$ cat src/rtl/entity_pkg.sv
// Shared types for the entity motion engine: entity word layout, FSM states
// and the heading-to-step lookup.
package entity_pkg;

  localparam int unsigned ENTITY_SIZE = 34;
  localparam int unsigned DIR_LSB     = 0;
  localparam int unsigned DIR_W       = 6;
  localparam int unsigned X_LSB       = 6;
  localparam int unsigned X_W         = 10;
  localparam int unsigned Y_LSB       = 16;
  localparam int unsigned Y_W         = 10;
  localparam int unsigned TTL_LSB     = 26;
  localparam int unsigned TTL_W       = 7;
  localparam int unsigned ALIVE_BIT   = 33;

  typedef struct packed {
    logic             alive;
    logic [TTL_W-1:0] ttl;
    logic [Y_W-1:0]   y;
    logic [X_W-1:0]   x;
    logic [DIR_W-1:0] dir;
  } entity_t;

  typedef struct packed {
    logic signed [2:0] dx;
    logic signed [2:0] dy;
  } step_t;

  typedef enum logic [1:0] {
    IDLE  = 2'd0,
    SWEEP = 2'd1,
    DONE  = 2'd2
  } state_t;

  // Unit step per 16-point compass heading; h=0 points up the screen.
  function automatic step_t heading_step(input logic [3:0] h);
    step_t s;
    case (h)
      4'd0:    s = '{dx:  3'sd0, dy: -3'sd2};
      4'd1:    s = '{dx:  3'sd1, dy: -3'sd2};
      4'd2:    s = '{dx:  3'sd1, dy: -3'sd1};
      4'd3:    s = '{dx:  3'sd2, dy: -3'sd1};
      4'd4:    s = '{dx:  3'sd2, dy:  3'sd0};
      4'd5:    s = '{dx:  3'sd2, dy:  3'sd1};
      4'd6:    s = '{dx:  3'sd1, dy:  3'sd1};
      4'd7:    s = '{dx:  3'sd1, dy:  3'sd2};
      4'd8:    s = '{dx:  3'sd0, dy:  3'sd2};
      4'd9:    s = '{dx: -3'sd1, dy:  3'sd2};
      4'd10:   s = '{dx: -3'sd1, dy:  3'sd1};
      4'd11:   s = '{dx: -3'sd2, dy:  3'sd1};
      4'd12:   s = '{dx: -3'sd2, dy:  3'sd0};
      4'd13:   s = '{dx: -3'sd2, dy: -3'sd1};
      4'd14:   s = '{dx: -3'sd1, dy: -3'sd1};
      default: s = '{dx: -3'sd1, dy: -3'sd2};
    endcase
    return s;
  endfunction

endpackage

$ cat src/rtl/entity_stepper.sv
// Combinational single-entity advance: heading step, screen wrap, ttl expiry.
module entity_stepper
  import entity_pkg::*;
#(
  parameter int unsigned SPEED    = 1,
  parameter int unsigned SCREEN_W = 320,
  parameter int unsigned SCREEN_H = 240
) (
  input  entity_t cur,
  output entity_t nxt_c
);

  localparam logic signed [10:0] SPEED_S = 11'(SPEED);
  localparam logic signed [10:0] W_S     = 11'(SCREEN_W);
  localparam logic signed [10:0] H_S     = 11'(SCREEN_H);

  step_t             st;
  logic signed [10:0] dx;
  logic signed [10:0] dy;
  logic signed [10:0] nx;
  logic signed [10:0] ny;
  logic              unused_sign;

  always_comb begin
    st = heading_step(cur.dir[5:2]);
    dx = 11'(st.dx) * SPEED_S;
    dy = 11'(st.dy) * SPEED_S;
    nx = $signed({1'b0, cur.x}) + dx;
    ny = $signed({1'b0, cur.y}) + dy;
    // Single correction suffices: |step| is far below either modulus.
    if (nx < 11'sd0)     nx = nx + W_S;
    else if (nx >= W_S)  nx = nx - W_S;
    if (ny < 11'sd0)     ny = ny + H_S;
    else if (ny >= H_S)  ny = ny - H_S;

    nxt_c = cur;
    if (cur.alive) begin
      nxt_c.x = nx[9:0];
      nxt_c.y = ny[9:0];
      if (cur.ttl != '0) begin
        nxt_c.ttl = cur.ttl - 7'd1;
        if (cur.ttl == 7'd1) nxt_c.alive = 1'b0;
      end
    end
  end

  assign unused_sign = nx[10] ^ ny[10];

endmodule

$ cat src/rtl/entity_motion_engine.sv
// Entity table with per-tick sweep (one slot per cycle), spawn into the lowest
// free slot, kill by index, and dropped-tick accounting.
module entity_motion_engine
  import entity_pkg::*;
#(
  parameter int unsigned N_ENTITIES = 10,
  parameter int unsigned SPEED      = 1,
  parameter int unsigned SCREEN_W   = 320,
  parameter int unsigned SCREEN_H   = 240
) (
  input  logic                              clk,
  input  logic                              reset_n,
  input  logic                              tick,
  input  logic                              spawn_valid,
  input  logic [ENTITY_SIZE-1:0]            spawn_data,
  output logic                              spawn_ready,
  input  logic                              kill_valid,
  input  logic [5:0]                        kill_idx,
  output logic [N_ENTITIES*ENTITY_SIZE-1:0] entities,
  output logic [6:0]                        alive_count,
  output logic                              busy,
  output logic                              frame_done,
  output logic [7:0]                        overrun_cnt
);

  localparam logic [5:0] IDX_LAST = 6'(N_ENTITIES - 1);

  entity_t    tbl [N_ENTITIES];
  entity_t    cur;
  entity_t    stepped;
  state_t     state;
  logic [5:0] idx;
  logic       ready_en;
  logic       any_free;
  logic [5:0] free_idx;
  logic       spawn_accept;

  // Sweep mux, lowest-free-slot priority encoder and alive popcount.
  always_comb begin
    cur         = '0;
    any_free    = 1'b0;
    free_idx    = '0;
    alive_count = '0;
    for (int i = int'(N_ENTITIES) - 1; i >= 0; i--) begin
      if (idx == 6'(i)) cur = tbl[i];
      if (!tbl[i].alive) begin
        any_free = 1'b1;
        free_idx = 6'(i);
      end
      alive_count = alive_count + 7'(tbl[i].alive);
    end
  end

  assign spawn_ready  = ready_en && (state == IDLE) && any_free && !tick;
  assign spawn_accept = spawn_valid && spawn_ready;

  entity_stepper #(
    .SPEED   (SPEED),
    .SCREEN_W(SCREEN_W),
    .SCREEN_H(SCREEN_H)
  ) u_stepper (
    .cur  (cur),
    .nxt_c(stepped)
  );

  always_ff @(posedge clk or negedge reset_n) begin
    if (!reset_n) begin
      state       <= IDLE;
      idx         <= '0;
      busy        <= 1'b0;
      frame_done  <= 1'b0;
      overrun_cnt <= '0;
      ready_en    <= 1'b0;
      for (int i = 0; i < int'(N_ENTITIES); i++) tbl[i] <= '0;
    end else begin
      ready_en   <= 1'b1;
      frame_done <= 1'b0;
      if (tick && (state != IDLE) && (overrun_cnt != 8'hFF))
        overrun_cnt <= overrun_cnt + 8'd1;

      case (state)
        IDLE: begin
          if (tick) begin
            state <= SWEEP;
            idx   <= '0;
            busy  <= 1'b1;
          end
        end
        SWEEP: begin
          if (idx == IDX_LAST) begin
            state      <= DONE;
            frame_done <= 1'b1;
          end else begin
            idx <= idx + 6'd1;
          end
        end
        DONE: begin
          state <= IDLE;
          busy  <= 1'b0;
        end
        default: state <= IDLE;
      endcase

      // Later writes win: a kill landing on the swept slot keeps the new position.
      for (int i = 0; i < int'(N_ENTITIES); i++) begin
        if (spawn_accept && (free_idx == 6'(i))) begin
          tbl[i]       <= entity_t'(spawn_data);
          tbl[i].alive <= 1'b1;
        end
        if ((state == SWEEP) && (idx == 6'(i))) tbl[i] <= stepped;
        if (kill_valid && (kill_idx == 6'(i))) tbl[i].alive <= 1'b0;
      end
    end
  end

  for (genvar g = 0; g < int'(N_ENTITIES); g++) begin : g_flat
    assign entities[g*ENTITY_SIZE +: ENTITY_SIZE] = tbl[g];
  end

endmodule

$ cat config.mk
export PLATFORM = sky130hd
export DESIGN_NAME = entity_motion_engine
export DESIGN_NICKNAME = d
export VERILOG_FILES = /design/src/rtl/entity_pkg.sv /design/src/rtl/entity_stepper.sv /design/src/rtl/entity_motion_engine.sv
export SDC_FILE = /design/constraint.sdc
export NUM_CORES = 1
export LEC_CHECK = 0
export CAP_MARGIN = 15
export CELL_PAD_IN_SITES_DETAIL_PLACEMENT = 2
export CELL_PAD_IN_SITES_GLOBAL_PLACEMENT = 2
export CORE_UTILIZATION = 29
export DETAILED_ROUTE_END_ITERATION = 12
export PLACE_DENSITY_LB_ADDON = 0.1
export SLEW_MARGIN = 20
export SYNTH_ARGS = -nofsm -noshare
export SYNTH_HDL_FRONTEND = slang
export SYNTH_HIERARCHICAL = 1
export SYNTH_SLANG_ARGS = --single-unit
export TNS_END_PERCENT = 5
$ cat constraint.sdc
create_clock -name clk -period 5.3 [get_ports clk]
set_input_delay 0.53 -clock clk [delete_from_list [all_inputs] [get_ports clk]]
set_output_delay 0.53 -clock clk [all_outputs]
set_load 0.01 [all_outputs]
Yosys cells after proc, flatten, opt, wreduce, memory -nomap -nowiden
Memories as Yosys holds them, arrays and structs flattened.
Cells that the tools add are included.

word-level totals
  output and inout bits = 358
  register bits = 359
  latch bits = 0
  word-level logic and storage cells = 258
  memory bits (writable) = 0
  ROM bits = 96
  memories = 1
  input bits = 45

cells by class
  $lt $le $gt $ge = 4
  $add $sub $neg = 18
  multiplexer cells = 77
  divide/modulo/power cells = 0
  reduce and logical (&&, ||, !) cells = 68
  equal/unequal tests = 34
  multipliers = 0
  bitwise operators = 0
  shift operators = 0

memory list
  memory           depth  bits a word  rd ports  clocked after Yosys merged registers in  write ports  line              source
  (no name shown)  16     6            1         0                                        0            entity_pkg.sv:38  case (h)

operators with widths
  operator                                                              number
  2-to-1 mux 34 bit                                                     30
  equality test 6 x 3 -> 1 bit (second input constant)                  12
  2-to-1 mux 6 bit                                                      11
  2-to-1 mux 10 bit                                                     4
  equality test 6 x 2 -> 1 bit (second input constant)                  6
  equality test 6 x 4 -> 1 bit (second input constant)                  6
  logical AND 1 bit                                                     36
  nonzero test 3 bit                                                    10
  2-to-1 mux 28 bit                                                     1
  nonzero test 2 bit                                                    13
  2-to-1 mux 1 bit                                                      24
  adder 11 x 3 -> 11 bit                                                2
  less-than comparator 11 x 1 -> 1 bit (second input constant)          2
  adder 7 x 1 -> 7 bit                                                  3
  equality test 6 x 1 -> 1 bit (second input constant)                  3
  zero test 6 bit                                                       3
  one-hot mux 6 bit (2 select lines)                                    1
  greater-or-equal comparator 11 x 10 -> 1 bit (second input constant)  1
  greater-or-equal comparator 11 x 9 -> 1 bit (second input constant)   1
  adder 10 bit (second input constant)                                  1
  adder 10 x 9 -> 10 bit (second input constant)                        1
  subtractor 10 bit (second input constant)                             1
  subtractor 10 x 9 -> 10 bit (second input constant)                   1
  adder 8 x 1 -> 8 bit (second input constant)                          1
  24 further kinds                                                      27

Logic depth before layout (Yosys ltp)
Gate-level depths: netlist (run 1).
An unclocked memory read counts as a cell.

  depth in word-level cells = 19
  gate-level depth with buffers = 32
  gate-level depth less buffers = 29

Modules after synthesis
The synthesis (run 1) kept the hierarchy.

by module, submodules not included
  module                area each (µm²)  instances  cells an instance  sequential area each (µm²)
  entity_motion_engine  19911.6          1          2217               8983.6
  entity_stepper        2436.1           1          340                0.0

Worst setup path before layout (run 1)
OpenSTA, ideal clock, no wires.

  path kind = register -> register
  from = reg idx[0]
  to = reg tbl (netlist bit entities[258])
  required time = 5159 ps
  buffers on the path = 4
  arrival time = 5715 ps
  stages on the path, launching flop included = 31
  path slack = -556 ps
  library setup time = 141 ps
  clock period less this slack = 5856 ps
  cells stage by stage = dfrtp_1 > inv_1 > ha_1 > clkbuf_1 > nor4b_1 > buf_2 > nand3_1 > a311oi_1 > o21ai_0 > a21oi_1 > inv_1 > ha_1 > nand2b_1 > a21oi_2 > ha_1 > clkbuf_2 > nor2_1 > a21oi_1 > xnor2_1 > inv_1 > ha_1 > and4b_1 > o21ai_0 > o32ai_1 > a211oi_2 > nand2_1 > xnor2_1 > mux2_2 > clkbuf_1 > nor2_1 > a31oi_1

RTL lines
  item                            line                         source
  start: declaration              entity_motion_engine.sv:32   logic [5:0] idx;
  start signal: assignment        entity_motion_engine.sv:94   idx <= idx + 6'd1;
  end signal: indexed assignment  entity_motion_engine.sv:107  tbl[i] <= entity_t'(spawn_data);
  end signal: indexed assignment  entity_motion_engine.sv:110  if ((state == SWEEP) && (idx == 6'(i))) tbl[i] <= stepped;
  end: declaration                entity_motion_engine.sv:28   entity_t tbl [N_ENTITIES];

==> results of run 1 <==
## synth_stat cells (5+ instances only)
master	n	share of area
nand2b_1	43	0.012
and3_1	19	0.0053
buf_1	6	0.0010
a2111oi_0	8	0.0031
mux2i_1	247	0.11
fa_1	8	0.0072
nor3_1	74	0.017
buf_4	24	0.0081
o22ai_1	56	0.016
a311oi_1	28	0.011
o21ai_1	13	0.0029
o2111ai_1	5	0.0020
o21ai_0	263	0.059
xnor2_1	19	0.0074
inv_1	45	0.0076
nor4_1	7	0.0020
a31oi_1	71	0.020
a21o_1	13	0.0044
o31ai_1	5	0.0017
buf_2	67	0.015
dfrtp_1	359	0.40
ha_1	37	0.021
a211oi_1	37	0.012
nand2_1	324	0.054
nor2_1	174	0.029
o211ai_1	9	0.0030
or3_1	6	0.0017
nor3b_1	7	0.0024
o211a_1	5	0.0022
nand4_1	9	0.0025
and2_1	10	0.0028
xor2_1	13	0.0051
a221oi_1	8	0.0031
nor2b_1	6	0.0017
a22o_1	60	0.024
a21oi_1	92	0.021
o21a_1	5	0.0017
clkbuf_1	166	0.028
nand3_1	105	0.024
mux2_2	6	0.0030
a22oi_1	5	0.0017
## repair_timing
action | CTS | global route
gates resized for setup | 91 | 116
buffers inserted | 23 | 14
hold endpoints to repair | 41 | 0
pin swaps | 41 | 56
endpoints found under the setup margin | 105 | 101
hold buffers | 1 | 0
cloned | 1 | 2
## through the flow
step	utilization	power, mW	setup WS, ns
2_1_floorplan	-	2.93	-0.0754
3_3_place_gp	0.380	3.10	-0.486
3_5_place_dp	0.380	3.12	-0.689
4_1_cts	0.405	6.25	-0.275
5_1_grt	0.412	6.36	-0.757
6_report	0.412	6.19	-0.447
## worst reg2reg max path: cells and delay by family (launching register included)
family | cells | cell delay (ns)
AND/OR/NAND/NOR | 11 | 2.11
AO/OA/AOI/OAI | 7 | 1.03
adder cells (fa/ha/maj) | 4 | 0.76
multiplexers | 1 | 0.33
flip-flops | 1 | 0.39
buffers and inverters | 5 | 0.61
XOR/XNOR | 2 | 0.35
## power by group
group          switching [mW]  leakage [nW]  internal (mW)
combinational           0.156          7.71          0.106
clock                    1.34         0.705           1.79
sequential             0.0329          3.43           2.77
## per-layer routing
layer	share of wire	global-route usage	up-vias
li1	-	-	10200
met1	0.42	0.404	12600
met2	0.48	0.544	815
met3	0.055	0.0454	248
met4	0.038	0.117	4
met5	0.00027	0	-
## sequential cells by signal, indices dropped and copies added (netlist names)
register	cells
busy	1
entities	340
frame_done	1
idx	6
overrun_cnt	8
ready_en	1
state	2
## final timing paths
kind,from,to,cells past startpoint
max,idx[1],entities[250],30
min,reset_n,entities[4],2
max reg2reg,idx[1],entities[250],30
min reg2reg,overrun_cnt[7],overrun_cnt[7],1
max in group asynchronous,reset_n,entities[162],3
min in group clk,overrun_cnt[7],overrun_cnt[7],1
## cell families after synthesis
logic type,count (synthesis),synth area share
compound gates,716,0.204
xor+xnor,33,0.0133
fa+ha+maj,45,0.0279
buf+inv,314,0.0619
flops,359,0.402
mux,254,0.114
other cells,2,0.000336
simple gates,834,0.176
## area by class of cell
| cell class | count | area [um2] | area share |
|---|---|---|---|
| tap | 1030 | 1290 | 0.0411 |
| inverter | 46 | 174 | 0.00555 |
| clock inverter | 7 | 45.0 | 0.00144 |
| clock buffer | 72 | 1390 | 0.0443 |
| sequential | 359 | 8980 | 0.287 |
| timing repair buffer | 713 | 6540 | 0.209 |
| multi-input combinational | 1887 | 12900 | 0.412 |
==> flow_summary.html, run 1 <==
<table>
<tr><th>Metric</th><th>Value</th></tr>
<tr><th colspan="2">Synthesis</th></tr>
<tr><td>Main flop type after synthesis</td><td>dfrtp_1</td></tr>
<tr><td>Mean cell area of the mapped netlist</td><td>roughly 9 um2</td></tr>
<tr><td>Async set-or-reset flop fraction in the synthesized netlist</td><td>1.00</td></tr>
<tr><td>Gate count of the mapped netlist</td><td>2,557</td></tr>
<tr><td>Post-synthesis sequential area ratio</td><td>0.402</td></tr>
<tr><td>Number of distinct standard cells referenced by the synthesized netlist</td><td>93</td></tr>
<tr><td>Count of state elements after synthesis</td><td>around 360</td></tr>
<tr><td>Warnings from Yosys</td><td>6</td></tr>
<tr><td>Number of flops mapped to enable cells by yosys</td><td>0</td></tr>
<tr><td>Post-Syn Area</td><td>around 22,000 um2</td></tr>
<tr><th colspan="2">Clocking</th></tr>
<tr><td>Clock tree from TritonCTS</td><td>built</td></tr>
<tr><td>Number of buffers inserted during clock tree synthesis</td><td>between 40 and 50</td></tr>
<tr><td>CTS root buffer</td><td>clkbuf_16</td></tr>
<tr><td>Max clock buf depth</td><td>3</td></tr>
<tr><td>Clock-pin slew reported for the worst setup and hold paths after clock tree synthesis</td><td>0.06 ns</td></tr>
<tr><td>Total number of clock tree sinks</td><td>around 360</td></tr>
<tr><td>Clock latency of the later-clocked register in the worst-skew pair</td><td>0.60 ns</td></tr>
<tr><td>Number of levels in the clock H-tree</td><td>2</td></tr>
<tr><th colspan="2">Floorplanning</th></tr>
<tr><td>Total Die Area</td><td>between 70,000 and 80,000 um2</td></tr>
<tr><td>Core Box Area</td><td>76,100 um2</td></tr>
<tr><td>I/O pins</td><td>between 400 and 500</td></tr>
<tr><td>Height of the die</td><td>280 um</td></tr>
<tr><td>Num rows</td><td>around 100</td></tr>
<tr><td>Die extent in x</td><td>280 um</td></tr>
<tr><td>Initial core utilization</td><td>0.294</td></tr>
<tr><th colspan="2">Final layout</th></tr>
<tr><td># fillers</td><td>approximately 8,300</td></tr>
<tr><td>Most used cells in the layout excluding fill and tap cells</td><td>clkdlybuf4s50_1, dfrtp_1, nand2_1, buf_4, mux2i_1</td></tr>
<tr><td>Commonest non-fill, non-tap cell in the layout</td><td>clkdlybuf4s50_1</td></tr>
<tr><td>Final design instance area without fill</td><td>~31,000 um2</td></tr>
<tr><td>Diodes inserted</td><td>0</td></tr>
<tr><td>Post-Layout Cell Count</td><td>approximately 4,100</td></tr>
<tr><td>Area growth from synthesis to layout</td><td>40.3%</td></tr>
<tr><td>Layout net count</td><td>between 3,000 and 4,000</td></tr>
<tr><td>Layout cells sized above 1</td><td>0.183</td></tr>
<tr><th colspan="2">GRT</th></tr>
<tr><td>Number of global-route vias before repair</td><td>between 20,000 and 30,000</td></tr>
<tr><td>First-pass GRT wire length</td><td>about 180,000 um</td></tr>
<tr><td>Largest net degree at the start of global routing</td><td>approximately 130</td></tr>
<tr><td>Global route overflow</td><td>0</td></tr>
<tr><td>Initial antenna violation count</td><td>3</td></tr>
<tr><td>Global-route usage over all layers</td><td>0.318</td></tr>
<tr><th colspan="2">Timing</th></tr>
<tr><td>Final worst path period need</td><td>roughly 5.7 ns</td></tr>
<tr><td>Final worst slack</td><td>-0.447 ns</td></tr>
<tr><td>Highest clock rate</td><td>about 0.17 GHz</td></tr>
<tr><td>Worst Tran Pin Value</td><td>between 1 and 1.5 ns</td></tr>
<tr><td>Count of pins over their slew limit</td><td>0</td></tr>
<tr><td>Worst slew margin relative to its limit</td><td>0.186</td></tr>
<tr><td>Final Setup Violations</td><td>71</td></tr>
<tr><td>Period utilisation layout</td><td>1.08</td></tr>
<tr><td>Final Hold Viols</td><td>0</td></tr>
<tr><td>Final worst clock skew</td><td>between 0.015 and 0.02 ns</td></tr>
<tr><td>RSZ-0062 raised after global routing</td><td>yes</td></tr>
<tr><td>Final setup TNS</td><td>-20.36 ns</td></tr>
<tr><td>Worst slack on hold paths</td><td>0.487 ns</td></tr>
<tr><th colspan="2">Setup path</th></tr>
<tr><td>Combined buffer and inverter count along the critical path</td><td>5</td></tr>
<tr><td>Crit path required time</td><td>5.71 ns</td></tr>
<tr><td>Sort of element at the start of the critical path</td><td>register</td></tr>
<tr><td>Maximum fanout count along the critical path</td><td>5</td></tr>
<tr><td>Critical Setup Path Class</td><td>register to register</td></tr>
<tr><td>CP max-delay cell</td><td>or3b_2</td></tr>
<tr><td>Critical path arrival</td><td>about 6.2 ns</td></tr>
<tr><td>Register-to-Register Setup Slack</td><td>-0.45 ns</td></tr>
<tr><td>Kind of end point of the critical path</td><td>register</td></tr>
<tr><td>Crit-path max cell delay</td><td>between 0.4 and 0.5 ns</td></tr>
<tr><td>Cell class contributing the biggest share of worst-path delay</td><td>simple AND/OR/NAND/NOR gates</td></tr>
<tr><th colspan="2">Routing</th></tr>
<tr><td>Via count of the routed design</td><td>roughly 24,000</td></tr>
<tr><td>Count of TritonRoute iterations in the first routing pass</td><td>5</td></tr>
<tr><td>First DRT Iteration DRCs</td><td>approximately 1,300</td></tr>
<tr><td>Count of nets left with antenna violations after detail routing</td><td>0</td></tr>
<tr><td>Total DRC errors in the routed layout</td><td>0</td></tr>
<tr><td>Routed length per instance</td><td>30.7 um</td></tr>
<tr><td>Via-per-instance ratio</td><td>roughly 5.8</td></tr>
<tr><td>Post-detailed-routing wire length</td><td>126,000 um</td></tr>
<tr><th colspan="2">Outcome</th></tr>
<tr><td>Status</td><td>finished with violations</td></tr>
<tr><td>Violated checks</td><td>negative setup slack</td></tr>
<tr><th colspan="2">Place</th></tr>
<tr><td>GP Congestion</td><td>approximately 0.90</td></tr>
<tr><td>Post-place instance area</td><td>slightly below 30,000 um2</td></tr>
<tr><td>Placed Cells incl. Taps</td><td>~4,000</td></tr>
<tr><td>Half-perimeter wire length after placement</td><td>88,400 um</td></tr>
<tr><td>IO Port Bufs</td><td>398</td></tr>
<tr><th colspan="2">Power and ir drop</th></tr>
<tr><td>Cell Pwr Density</td><td>a little under 200 nW/um2</td></tr>
<tr><td>Peak supply drop</td><td>about 0.20 mV</td></tr>
<tr><td>LEAKAGE</td><td>around 12 nW</td></tr>
<tr><th colspan="2">Worst hold path</th></tr>
<tr><td>Path type of the worst min-delay path</td><td>input port to async pin</td></tr>
<tr><th colspan="2">Run</th></tr>
<tr><td>Max-cap viol count</td><td>0</td></tr>
</table>
Power figures use the tool's default switching activity.
==> run 2: changes to the inputs <==
==> constraint.sdc (replaced) <==
create_clock -name clk -period 5.1 [get_ports clk]
set_input_delay 0.51 -clock clk [delete_from_list [all_inputs] [get_ports clk]]
set_output_delay 0.51 -clock clk [all_outputs]
set_load 0.01 [all_outputs]
==> flow_summary.html, run 2 (same netlist as run 1, synthesis figures left out) <==
<table>
<tr><th>Metric</th><th>Value</th></tr>
<tr><th colspan="2">Clocking</th></tr>
<tr><td>Number of buffers inserted during clock tree synthesis</td><td>47 (was 46)</td></tr>
<tr><td>Max clock buf depth</td><td>3 (unchanged)</td></tr>
<tr><td>CTS root buffer</td><td>clkbuf_16 (unchanged)</td></tr>
<tr><td>Clock-pin slew reported for the worst setup and hold paths after clock tree synthesis</td><td>0.06 ns (about the same)</td></tr>
<tr><td>Clock tree from TritonCTS</td><td>built (unchanged)</td></tr>
<tr><td>Total number of clock tree sinks</td><td>359 (unchanged)</td></tr>
<tr><td>Clock latency of the later-clocked register in the worst-skew pair</td><td>0.61 ns (was 0.60 ns)</td></tr>
<tr><td>Number of levels in the clock H-tree</td><td>2 (unchanged)</td></tr>
<tr><th colspan="2">Power and ir drop</th></tr>
<tr><td>Switching Share</td><td>0.242 (was 0.247)</td></tr>
<tr><td>Reported net switching power</td><td>1.61 mW (was 1.53 mW)</td></tr>
<tr><td>Pwr Total</td><td>6.64 mW (was 6.19 mW)</td></tr>
<tr><td>Power share of the combinational group</td><td>0.041 (was 0.042)</td></tr>
<tr><td>Peak supply drop</td><td>0.220 mV (was 0.199 mV)</td></tr>
<tr><td>Clock power frac</td><td>0.521 (was 0.505)</td></tr>
<tr><td>LEAKAGE</td><td>12.0 nW (was 11.8 nW)</td></tr>
<tr><td>Sequential fraction of design power</td><td>0.438 (was 0.452)</td></tr>
<tr><td>Int Power</td><td>5.03 mW (was 4.66 mW)</td></tr>
<tr><td>Cell Pwr Density</td><td>211 nW/um2 (was 197 nW/um2)</td></tr>
<tr><th colspan="2">Routing</th></tr>
<tr><td>First DRT Iteration DRCs</td><td>1,385 (was 1,346)</td></tr>
<tr><td>Post-detailed-routing wire length</td><td>126,000 um (about the same)</td></tr>
<tr><td>Count of TritonRoute iterations in the first routing pass</td><td>5 (unchanged)</td></tr>
<tr><td>Count of nets left with antenna violations after detail routing</td><td>0 (unchanged)</td></tr>
<tr><td>Via count of the routed design</td><td>23,900 (about the same)</td></tr>
<tr><td>Total DRC errors in the routed layout</td><td>0 (unchanged)</td></tr>
<tr><td>Via-per-instance ratio</td><td>5.76 (was 5.80)</td></tr>
<tr><td>Routed length per instance</td><td>30.5 um (was 30.7 um)</td></tr>
<tr><th colspan="2">Floorplanning</th></tr>
<tr><td>Core Box Area</td><td>76,100 um2 (unchanged)</td></tr>
<tr><td>Initial core utilization</td><td>0.294 (unchanged)</td></tr>
<tr><td>Num rows</td><td>101 (unchanged)</td></tr>
<tr><td>Total Die Area</td><td>78,200 um2 (unchanged)</td></tr>
<tr><td>I/O pins</td><td>403 (unchanged)</td></tr>
<tr><td>Height of the die</td><td>280 um (unchanged)</td></tr>
<tr><td>Die extent in x</td><td>280 um (unchanged)</td></tr>
<tr><th colspan="2">Final layout</th></tr>
<tr><td>Largest register FFs</td><td>340 (unchanged)</td></tr>
<tr><td>Most used cells in the layout excluding fill and tap cells</td><td>clkdlybuf4s50_1, dfrtp_1, buf_4, nand2_1, mux2i_1 (was clkdlybuf4s50_1, dfrtp_1, nand2_1, buf_4, mux2i_1)</td></tr>
<tr><td>Flip-flop and latch area</td><td>8990 um2 (was 8980 um2)</td></tr>
<tr><td>Area growth from synthesis to layout</td><td>40.8% (was 40.3%)</td></tr>
<tr><td>Layout cells sized above 1</td><td>0.186 (was 0.183)</td></tr>
<tr><td>Post-Layout Cell Count</td><td>4,141 (was 4,114)</td></tr>
<tr><td>Area used by multi-input combinational logic</td><td>12,800 um2 (was 12,900 um2)</td></tr>
<tr><td>Commonest non-fill, non-tap cell in the layout</td><td>clkdlybuf4s50_1 (unchanged)</td></tr>
<tr><td>Layout net count</td><td>3,167 (was 3,143)</td></tr>
<tr><td># fillers</td><td>8,282 (was 8,255)</td></tr>
<tr><th colspan="2">Setup path</th></tr>
<tr><td>FF-to-FF path depth</td><td>28 (was 30)</td></tr>
<tr><td>Sort of element at the start of the critical path</td><td>register (unchanged)</td></tr>
<tr><td>Maximum fanout count along the critical path</td><td>10 (was 5)</td></tr>
<tr><td>Critical path arrival</td><td>5.96 ns (was 6.15 ns)</td></tr>
<tr><td>Critical Setup Path Class</td><td>register to register (unchanged)</td></tr>
<tr><td>Crit-path max cell delay</td><td>0.41 ns (was 0.49 ns)</td></tr>
<tr><td>CP max-delay cell</td><td>dfrtp_1 (was or3b_2)</td></tr>
<tr><td>Kind of end point of the critical path</td><td>register (unchanged)</td></tr>
<tr><td>Most numerous cell on the critical path</td><td>buf_4</td></tr>
<tr><td>Crit path required time</td><td>5.52 ns (was 5.71 ns)</td></tr>
<tr><th colspan="2">Place</th></tr>
<tr><td>Half-perimeter wire length after placement</td><td>88,700 um (was 88,400 um)</td></tr>
<tr><td>GP Congestion</td><td>0.905 (was 0.900)</td></tr>
<tr><td>IO Port Bufs</td><td>398 (unchanged)</td></tr>
<tr><td>Placed Cells incl. Taps</td><td>4,013 (was 3,997)</td></tr>
<tr><th colspan="2">Timing</th></tr>
<tr><td>RSZ-0062 raised after global routing</td><td>yes (unchanged)</td></tr>
<tr><td>Final Hold Viols</td><td>0 (unchanged)</td></tr>
<tr><td>Worst slack on hold paths</td><td>0.492 ns (was 0.487 ns)</td></tr>
<tr><td>Final worst clock skew</td><td>0.0299 ns (was 0.0168 ns)</td></tr>
<tr><td>Final worst slack</td><td>-0.442 ns (was -0.447 ns)</td></tr>
<tr><td>Highest clock rate</td><td>0.180 GHz (was 0.174 GHz)</td></tr>
<tr><td>Worst slew margin relative to its limit</td><td>0.178 (was 0.186)</td></tr>
<tr><td>Worst Tran Pin Value</td><td>1.23 ns (was 1.22 ns)</td></tr>
<tr><td>Final Setup Violations</td><td>100 (was 71)</td></tr>
<tr><td>Period utilisation layout</td><td>1.09 (was 1.08)</td></tr>
<tr><td>Count of pins over their slew limit</td><td>0 (unchanged)</td></tr>
<tr><td>Final worst path period need</td><td>5.54 ns (was 5.75 ns)</td></tr>
<tr><th colspan="2">GRT</th></tr>
<tr><td>Largest net degree at the start of global routing</td><td>138 (was 126)</td></tr>
<tr><td>Number of global-route vias before repair</td><td>25,900 (was 26,100)</td></tr>
<tr><td>First-pass GRT wire length</td><td>184,000 um (about the same)</td></tr>
<tr><td>Global-route usage over all layers</td><td>0.319 (was 0.318)</td></tr>
<tr><td>Global route overflow</td><td>0 (unchanged)</td></tr>
<tr><td>Initial antenna violation count</td><td>1 (was 3)</td></tr>
<tr><th colspan="2">Outcome</th></tr>
<tr><td>Violated checks</td><td>negative setup slack (unchanged)</td></tr>
<tr><td>Status</td><td>finished with violations (unchanged)</td></tr>
<tr><th colspan="2">Worst hold path</th></tr>
<tr><td>Path type of the worst min-delay path</td><td>input port to async pin (unchanged)</td></tr>
<tr><th colspan="2">Run</th></tr>
<tr><td>Max-cap viol count</td><td>0 (unchanged)</td></tr>
</table>
-- run 2: cell count changes in the layout (fill, tap and decap cells not counted), moves of 4 or more --
| cell | previous run | this run |
|---|---|---|
| clkbuf_1 | 13 | 9 |
| buf_4 | 285 | 319 |
| ha_4 | 12 | 6 |
| buf_6 | 19 | 9 |
| inv_2 | 10 | 6 |
| ha_1 | 19 | 25 |
| nor2_1 | 156 | 160 |
| o21ai_0 | 208 | 215 |
| o21ai_2 | 10 | 6 |
| inv_1 | 35 | 40 |
-- run 2: metrics by stage --
step	setup slack [ns]	instance area, um2	setup TNS [ns]	utilization
finish	-0.442	31500	-23.39	0.414
global placement	-0.538	29000	-42.10	0.381
detailed placement	-0.750	29000	-63.59	0.382
global route	-0.744	31500	-51.26	0.414
floorplan	-0.275	22500	-11.88	-
CTS	-0.397	31200	-26.84	0.410
-- run 2: cell type report --
class	count	share of cell area
Clock buffer	70	0.0446
Multi-Input combinational cell	1887	0.406
Inverter	46	0.00549
Timing Repair Buffer	736	0.212
Sequential cell	359	0.286
Clock inverter	12	0.00505
Tap cell	1030	0.0409
Antenna cell	1	0.0000795
-- run 2: worst max-delay path, delay by kind of cell, from the launching register on --
kind,cells,cell delay [ns]
buf+inv,6,1.06
mux,2,0.65
flops,1,0.41
simple gates,10,1.60
xor+xnor,2,0.31
compound gates,5,0.72
fa+ha+maj,3,0.59
-- run 2: timing repair --
action / 4_1_cts / 5_1_grt
endpoints found under the setup margin: 107 / 110
cloned: 2 / 1
hold endpoints to repair: 26 / 0
gates resized for setup: 92 / 72
setup buffers: 29 / 12
hold buffers: 1 / 0
pin swaps: 45 / 33
-- run 2: power groups by stage --
stage / combinational (mW) / clock, mW / sequential, mW
2_1_floorplan: 0.0816 / 0 / 2.97
3_3_place_gp: 0.268 / 0 / 2.96
3_5_place_dp: 0.276 / 0 / 2.96
4_1_cts: 0.279 / 3.52 / 2.91
5_1_grt: 0.298 / 3.61 / 2.91
6_report: 0.273 / 3.46 / 2.91
-- run 2: final timing paths --
kind | from | to | slack [ns]
worst max-delay path | idx[5] | entities[250] | -0.44
worst min register to register | overrun_cnt[7] | overrun_cnt[7] | 0.51
worst max register to register | idx[5] | entities[250] | -0.44
min in group clk | overrun_cnt[7] | overrun_cnt[7] | 0.51
max in group asynchronous | reset_n | entities[187] | 3.24
worst min-delay path | reset_n | entities[4] | 0.49
-- run 2: metal layers --
metal	routed length, um	track usage
met1	54200	0.407
met5	12	0
met4	4370	0.105
met2	61800	0.548
met3	5970	0.0480
